`config.mk`:
```
export PLATFORM = sky130hd
export DESIGN_NAME = eq_ffe
export DESIGN_NICKNAME = d
export VERILOG_FILES = /design/src/rtl/eq_ffe.sv
export SDC_FILE = /design/constraint.sdc
export NUM_CORES = 2
export LEC_CHECK = 0
export BUFFER_PORTS_ARGS = -buffer_cell sky130_fd_sc_hd__buf_2
export CAP_MARGIN = 20
export CELL_PAD_IN_SITES_DETAIL_PLACEMENT = 2
export CELL_PAD_IN_SITES_GLOBAL_PLACEMENT = 2
export CORE_AREA = 2 2 226 395
export DETAILED_ROUTE_END_ITERATION = 10
export DIE_AREA = 0 0 228 397
export PLACE_DENSITY_LB_ADDON = 0.1
export SLEW_MARGIN = 20
export SYNTH_ARGS = -nofsm -noshare
export SYNTH_HDL_FRONTEND = slang
export SYNTH_SLANG_ARGS = --single-unit
```
`constraint.sdc`:
```
create_clock -name i_clk -period 9.5 [get_ports i_clk]
set_input_delay 0.95 -clock i_clk [delete_from_list [all_inputs] [get_ports i_clk]]
set_output_delay 0.95 -clock i_clk [all_outputs]
set_load 0.02 [all_outputs]
```
`src/rtl/eq_ffe.sv`:
```
// eq_ffe: 7-tap (default) feed-forward equalizer with training / decision-directed
// slicer.
//
// The pipeline runs freely in four stages:
//   1. delay line: shifts only when i_en is high
//   2. products: registered every clock
//   3. y: the products are summed, rescaled and saturated, then registered
//   4. decision and error: loaded only when a valid sample arrives
//
// Ports:
//   i_clk, i_rst       clock; asynchronous active-high reset
//   i_en               sample strobe, qualifies i_data and i_train_sym
//   i_data             received sample, S(11,7)
//   i_train_sym        known training symbol (1 = +1.0, 0 = -1.0)
//   i_force_train      one-cycle request to go back to TRAIN
//   i_coefs            packed taps, S(9,7) each, tap k at [COEF_BW*(k+1)-1 : COEF_BW*k]
//   o_data             equalized sample y, S(11,7)
//   o_sym              decision (1 = +1.0, 0 = -1.0)
//   o_error            d - y saturated to S(8,7)
//   o_valid            one-cycle strobe qualifying o_data / o_sym / o_error
//   o_mode             0 = TRAIN, 1 = DD
module eq_ffe #(
  parameter int DATA_BW   = 11,
  parameter int COEF_BW   = 9,
  parameter int N_COEF    = 7,
  parameter int TRAIN_LEN = 1024
) (
  input  logic                       i_clk,
  input  logic                       i_rst,
  input  logic                       i_en,
  input  logic [DATA_BW-1:0]         i_data,
  input  logic                       i_train_sym,
  input  logic                       i_force_train,
  input  logic [COEF_BW*N_COEF-1:0]  i_coefs,
  output logic [DATA_BW-1:0]         o_data,
  output logic                       o_sym,
  output logic [7:0]                 o_error,
  output logic                       o_valid,
  output logic                       o_mode
);

  localparam int FRAC_SH = 7;                          // coefficient fraction bits
  localparam int PROD_BW = DATA_BW + COEF_BW;
  localparam int SUM_BW  = PROD_BW + $clog2(N_COEF);
  localparam int Y_TOP   = FRAC_SH + DATA_BW - 1;      // MSB of y inside the sum
  localparam int ERR_BW  = DATA_BW + 1;

  localparam logic [DATA_BW-1:0] Y_MAX = {1'b0, {(DATA_BW-1){1'b1}}};
  localparam logic [DATA_BW-1:0] Y_MIN = {1'b1, {(DATA_BW-1){1'b0}}};
  localparam logic signed [ERR_BW-1:0] D_POS = ERR_BW'(128);
  localparam logic signed [ERR_BW-1:0] D_NEG = -D_POS;
  localparam logic signed [ERR_BW-1:0] E_MAX = ERR_BW'(127);

  typedef enum logic {
    MODE_TRAIN = 1'b0,
    MODE_DD    = 1'b1
  } mode_e;

  logic signed [DATA_BW-1:0] dl_q   [N_COEF];
  logic signed [DATA_BW-1:0] dl_d   [N_COEF];
  logic signed [PROD_BW-1:0] prod_q [N_COEF];
  logic signed [PROD_BW-1:0] prod_d [N_COEF];
  logic signed [DATA_BW-1:0] y_q, y_d;
  logic [3:0]                vld_q, vld_d;
  logic [2:0]                sym_q, sym_d;
  logic [DATA_BW-1:0]        data_q, data_d;
  logic                      dec_q, dec_d;
  logic [7:0]                err_q, err_d;
  mode_e                     mode_q, mode_d;
  logic [15:0]               cnt_q, cnt_d;

  logic signed [SUM_BW-1:0]    sum;
  logic [SUM_BW-Y_TOP-1:0]     ovf_bits;
  logic                        dec_pos;
  logic signed [ERR_BW-1:0]    d_val;
  logic signed [ERR_BW-1:0]    diff;

  always_comb begin
    // Stage 1: delay line and the training symbol that travels with the sample
    for (int unsigned k = 0; k < N_COEF; k++) dl_d[k] = dl_q[k];
    if (i_en) begin
      dl_d[0] = i_data;
      for (int unsigned k = 1; k < N_COEF; k++) dl_d[k] = dl_q[k-1];
    end
    vld_d = {vld_q[2:0], i_en};
    sym_d = {sym_q[1:0], (i_en ? i_train_sym : sym_q[0])};

    // Stage 2: full-precision products, coefficients taken straight from the port
    for (int unsigned k = 0; k < N_COEF; k++) begin
      prod_d[k] = PROD_BW'(dl_q[k]) *
                  PROD_BW'($signed(i_coefs[COEF_BW*k +: COEF_BW]));
    end

    // Stage 3: exact sum, then keep S(11,7); clamp when the bits above y's MSB
    // are not a pure sign extension
    sum = '0;
    for (int unsigned k = 0; k < N_COEF; k++) sum = sum + SUM_BW'(prod_q[k]);
    ovf_bits = sum[SUM_BW-1:Y_TOP];
    if ((ovf_bits == '0) || (ovf_bits == '1)) y_d = sum[Y_TOP:FRAC_SH];
    else                                      y_d = sum[SUM_BW-1] ? Y_MIN : Y_MAX;

    // Stage 4: slicer and error, using the mode present when these registers load
    dec_pos = (mode_q == MODE_TRAIN) ? sym_q[2] : ~y_q[DATA_BW-1];
    d_val   = dec_pos ? D_POS : D_NEG;
    diff    = d_val - $signed({y_q[DATA_BW-1], y_q});
    data_d  = data_q;
    dec_d   = dec_q;
    err_d   = err_q;
    if (vld_q[2]) begin
      data_d = y_q;
      dec_d  = dec_pos;
      if (diff > E_MAX)      err_d = 8'h7f;
      else if (diff < D_NEG) err_d = 8'h80;
      else                   err_d = diff[7:0];
    end

    // Mode: a force request wins over the terminal count on the same edge
    mode_d = mode_q;
    cnt_d  = cnt_q;
    if (i_force_train) begin
      mode_d = MODE_TRAIN;
      cnt_d  = '0;
    end else if ((mode_q == MODE_TRAIN) && vld_q[2]) begin
      cnt_d = cnt_q + 16'd1;
      if (cnt_q + 16'd1 == 16'(TRAIN_LEN)) mode_d = MODE_DD;
    end
  end

  always_ff @(posedge i_clk or posedge i_rst) begin
    if (i_rst) begin
      for (int unsigned k = 0; k < N_COEF; k++) begin
        dl_q[k]   <= '0;
        prod_q[k] <= '0;
      end
      y_q    <= '0;
      vld_q  <= '0;
      sym_q  <= '0;
      data_q <= '0;
      dec_q  <= 1'b0;
      err_q  <= '0;
      mode_q <= MODE_TRAIN;
      cnt_q  <= '0;
    end else begin
      for (int unsigned k = 0; k < N_COEF; k++) begin
        dl_q[k]   <= dl_d[k];
        prod_q[k] <= prod_d[k];
      end
      y_q    <= y_d;
      vld_q  <= vld_d;
      sym_q  <= sym_d;
      data_q <= data_d;
      dec_q  <= dec_d;
      err_q  <= err_d;
      mode_q <= mode_d;
      cnt_q  <= cnt_d;
    end
  end

  assign o_data  = data_q;
  assign o_sym   = dec_q;
  assign o_error = err_q;
  assign o_valid = vld_q[3];
  assign o_mode  = mode_q;

endmodule

```
After elaboration in Yosys (flattened, before gate mapping)
Cells that the tools add are included.
{ "classes": {"add_sub_neg": 8, "n_mul": 7, "div_mod_pow": 0, "magnitude_cmp": 2, "eq_ne": 2, "n_shift": 0, "n_mux": 11, "n_bitwise": 2, "reduce_logical": 6} }
{ "ops": {"columns": ["op", "n"], "rows": [
  ["multiplier 11 x 9 -> 20 bit", 7],
  ["adder 23 x 20 -> 23 bit", 3],
  ["2-to-1 mux 16 bit", 2],
  ["adder 22 x 20 -> 23 bit", 1],
  ["adder 21 x 20 -> 22 bit", 1],
  ["2-to-1 mux 11 bit", 2],
  ["adder 20 x 20 -> 21 bit", 1],
  ["adder 16 x 1 -> 16 bit (second input constant)", 1],
  ["== test 16 x 11 -> 1 bit (second input constant)", 1],
  ["2-to-1 mux 8 bit", 2],
  ["> comparator 12 x 8 -> 1 bit (second input constant)", 1],
  ["less-than comparator 12 x 8 -> 1 bit (second input constant)", 1],
  ["2-to-1 mux 12 bit", 1],
  ["subtractor 12 x 11 -> 12 bit", 1],
  ["== test 6 bit (second input constant)", 1],
  ["zero test 6 bit", 1],
  ["2-to-1 mux 1 bit", 4],
  ["nonzero test 2 bit", 2],
  ["NOT 1 bit", 2],
  ["AND reduction 2 bit", 1],
  ["logical AND 1 bit", 1],
  ["logical OR 1 bit", 1]
]} }
{ "totals": {"ff_bits": 272, "latchBits": 0, "ramBits": 0, "mem_bits_ro": 0, "out_inout_bits": 22, "n_memories": 0} }

Longest topological paths before layout
{ "logic_depth": {"depth_word": 9, "ltp_mapped": 22, "mapped_depth_nobuf": 21} }

Least setup slack after synthesis
OpenSTA, ideal clock, no wires.
{ "synth_path": {"kind": "input to register", "startpoint": "input port i_coefs[36]", "endpoint": "register prod_q[59] (netlist name)", "setup_time_ps": 125, "t_arrival_ps": 5679, "required_time_ps": 9375, "setup_slack_ps": 3696, "path_stages": 22, "n_path_buf": 1, "cell_sequence": "clkbuf_1 and2_1 fa_1 inv_1 fa_1 inv_1 ha_1 inv_1 fa_1 inv_1 ha_1 ha_1 fa_1 a21o_1 a21oi_1 o21bai_1 a211oi_1 o31ai_1 o41a_1 a21oi_1 o21bai_1 xnor2_1"} }
{ "synth_rtl": {"columns": ["element", "line_no", "text"], "rows": [
  ["start, declared", "34", "input logic [COEF_BW*N_COEF-1:0] i_coefs,"],
  ["end signal, assigned by index", "146", "prod_q[k] <= prod_d[k];"],
  ["end, declared", "61", "logic signed [PROD_BW-1:0] prod_q [N_COEF];"]
]} }

Worst setup path in the final report
{ "layout_path": {"startpoint": "register prod_q[22] (netlist name)", "endpoint": "register y_q[6]"} }
{ "layout_via": {"elab_chain_cells": 5, "elab_cells_between_ends": 7} }
{ "layout_rtl": {"columns": ["element", "line_no", "text"], "rows": [
  ["adder 23 x 20 -> 23 bit (*) (2 in series)", "97", "for (int unsigned k = 0; k < N_COEF; k++) sum = sum + SUM_BW'(prod_q[k]);"],
  ["== test 6 bit or zero test 6 bit (tied branches)", "99", "if ((ovf_bits == '0) || (ovf_bits == '1)) y_d = sum[Y_TOP:FRAC_SH];"],
  ["logical OR 1 bit", "99", null],
  ["2-to-1 mux 11 bit (*)", "99", null],
  ["via y_d[6]", "63", "logic signed [DATA_BW-1:0] y_q, y_d;"],
  ["end signal, assigned", "148", "y_q <= y_d;"],
  ["end, declared", "63", null]
]} }
Mark *: on every way through the listed nets, which the timed path passes. The rest lies on a longest branch.
A chain may end at the register's enable or synchronous reset.

==> flow_summary.json <==
{
  "status": "finished, final reports clean",
  "slowest_stage": "o41ai_4",
  "yosysMostFrequentCell": "inv_1",
  "die_h_um": 397,
  "grt_pass1_wl_um": 174700,
  "min-delay-start": "sym_q[1]$_DFF_PP0_",
  "timing.rr.start": "prod_q[22]$_DFF_PP0_",
  "netlist_area_sq_um": 37270,
  "grt.overflow.total": 0,
  "critical_path_required_ns": 10.00,
  "critPathLaunchType": "register",
  "cts_num_sinks": 272,
  "die_area_sq_um": 90520,
  "worst_ep_arrival_time_ns": 6.45,
  "fin_worst_skew_ns": 0.02232,
  "routabilityCongestion": 0.8588,
  "worstSetupStartpoint": "prod_q[22]$_DFF_PP0_",
  "die_x_um": 228,
  "nets": 4787,
  "start_util": 0.4256,
  "grt_max_degree": 103,
  "end_kind": "register",
  "fin_crit_sh": 0.6264,
  "cp_top_family": "compound AO/OA/AOI/OAI gates",
  "ys.flop_type": "dfrtp_1",
  "synth.distinct_cells": 59,
  "setup_ws_ns": 3.549,
  "core_area_sq_um": 87560,
  "cts_hold_buf": 0,
  "place_ws_ns": 3.233,
  "cts_tree": "yes",
  "antenna_left": 0,
  "critPathKind": "reg -> reg",
  "cts_setup_buffers": 0,
  "syn_avg_cell_area_sq_um": 10.04,
  "yosysWarnings": 0,
  "fillers": 9356,
  "drt_pass1_iterations": 4,
  "port_buffers": 100,
  "grt_setup_unrepaired": "false",
  "hpwl_um": 91490,
  "clockBufferDepth": 3,
  "yosys.area.top_type_share": 0.3701,
  "slew_viol_final": 0,
  "path_buf_inv": 4,
  "initialDrtViolationCount": 814,
  "slew_headroom": 0.3500,
  "final_util": 0.4552,
  "grt_pass1_vias": 31474,
  "grt_busiest_layer": "met2",
  "synth-edff-count": 0,
  "antenna_found_initial": 3,
  "area_delta_synth_final_pct": 6.956,
  "async_flop_share": 1.000,
  "clk_pin_slew_worst_paths_ns": 0.06,
  "yosys-top-cells-count": "849 x inv_1, 689 x fa_1, 385 x nand2_1",
  "synth_cells": 3712,
  "ios": 101,
  "drt-wirelength-per-cell_um": 21.90,
  "synth_fp_nets": 4801,
  "drive_above_1_share": 0.07655,
  "gr-usage-met2": 0.5261,
  "track_usage": 0.2494,
  "synth_top_cell_by_area": "fa_1",
  "cts_made_buffers": 34,
  "vias": 24929,
  "htreeDepth": 2,
  "drc_errors": 0,
  "rows": 144,
  "wirelength_um": 107200,
  "finalSetupViolations": 0,
  "worst_slew_pin_slew_ns": 0.9749,
  "clock_latency_ns": 0.58,
  "maxCapViolations": 0,
  "cp_max_fo": 10,
  "post-route-min-period_ns": 5.951,
  "cts_root_buf": "clkbuf_16",
  "cts_resized": 0,
  "cp_cell_sequence": "inv_1 -> fa_1 -> inv_1 -> fa_1 -> fa_1 -> inv_1 -> fa_1 -> inv_1 -> ha_1 -> a41o_1 -> a2111oi_4 -> o22ai_2 -> o21ai_1 -> nor2b_1 -> o21ai_0 -> xnor2_1 -> o41ai_4 -> a31o_1",
  "ys_seq_area_frac": 0.1826,
  "max_freq_ghz": 0.1680,
  "holdWs_ns": 0.3561,
  "grt.met3_usage": 0.01957,
  "hold_viol": 0,
  "synth_area_leaders": "fa_1 37%, dfrtp_1 18%, ha_1 11%, inv_1 8.6%, and2_1 4.7%",
  "tns_ns": 0,
  "hp-class": "reg -> reg",
  "viasPerCell": 5.096,
  "grtUsageMet1": 0.2520,
  "critPathMaxStageDelay_ns": 0.79,
  "ys_ff_latch": 272
}
## flip-flops by register name, indices dropped and copies added (netlist names)
name,flops
o_sym,1
o_mode,1
vld_q,4
o_data,11
o_error,8
sym_q,3
prod_q,140
dl_q,77
y_q,11
cnt_q,16
## placed cells by master (no fill, tap or decap), types with 6 or more instances in the layout
cell type	instances
nor3_1	24
a21o_1	34
xnor2_1	137
xor2_1	50
a31oi_1	20
inv_1	848
clkbuf_16	34
and3_1	20
nor2b_1	12
o21a_1	6
ha_1	321
clkinv_2	6
buf_4	6
o21ai_0	22
a21oi_1	63
nor2_1	62
or2_2	16
fa_1	689
inv_6	6
nand2b_1	70
mux2_2	91
dfrtp_1	272
o31ai_1	10
or3_1	13
nand2_1	385
o21bai_1	15
buf_2	99
nand4_1	8
a211o_1	9
nand3_1	22
and2_1	278
## area by class of cell
| type | count | area (sq um) | area share |
|---|---|---|---|
| repair buffers | 105 | 540.5 | 0.01356 |
| clock inverters | 24 | 280.3 | 0.007031 |
| clock buffers | 37 | 882.1 | 0.02213 |
| well taps | 1168 | 1461 | 0.03666 |
| diodes | 1 | 2.502 | 0.00006278 |
| flip-flops and latches | 272 | 6807 | 0.1708 |
| inverters | 849 | 3194 | 0.08013 |
| multi-input cells | 2436 | 26690 | 0.6697 |
## per-stage QoR
stage / std cells / cell area [sq um]
finish: 4892 / 39860
global route: 4892 / 39860
CTS: 4891 / 39860
detailed placement: 4830 / 38700
global placement: 4830 / 38700
floorplan: 3712 / 37270
## routing by layer
metal,up-vias,share of wire
li1,11037,-
met1,13449,0.35
met2,272,0.60
met3,169,0.015
met4,2,0.034
met5,-,0.00011
## logic make-up (layout without fill, tap and decap cells)
logic type | count (synthesis) | count (layout) | share of synthesized area
adders and majority gates | 1010 | 1010 | 0.4779
buffers and inverters | 1004 | 1015 | 0.1011
and+or+nand+nor | 924 | 924 | 0.1243
DFF | 272 | 272 | 0.1826
AOI/OAI and AO/OA | 222 | 222 | 0.04210
xor gates and xnor gates | 187 | 187 | 0.04395
muxes | 93 | 93 | 0.02803
other | 0 | 1 | 0
## final timing paths
| path | to | slack [ns] | cells past startpoint |
|---|---|---|---|
| max in group asynchronous | dl_q[20]$_DFFE_PP0P_ | 7.13 | 4 |
| setup / recovery | y_q[6]$_DFF_PP0_ | 3.55 | 18 |
| min in group asynchronous | cnt_q[11]$_DFFE_PP0P_ | 0.50 | 2 |
| hold / removal | sym_q[2]$_DFF_PP0_ | 0.36 | 0 |
| setup reg to reg | y_q[6]$_DFF_PP0_ | 3.55 | 18 |
| hold reg to reg | sym_q[2]$_DFF_PP0_ | 0.36 | 0 |
Power is not shown: default switching activity piles up to over one toggle a cycle in this logic, so the estimate is an artifact.
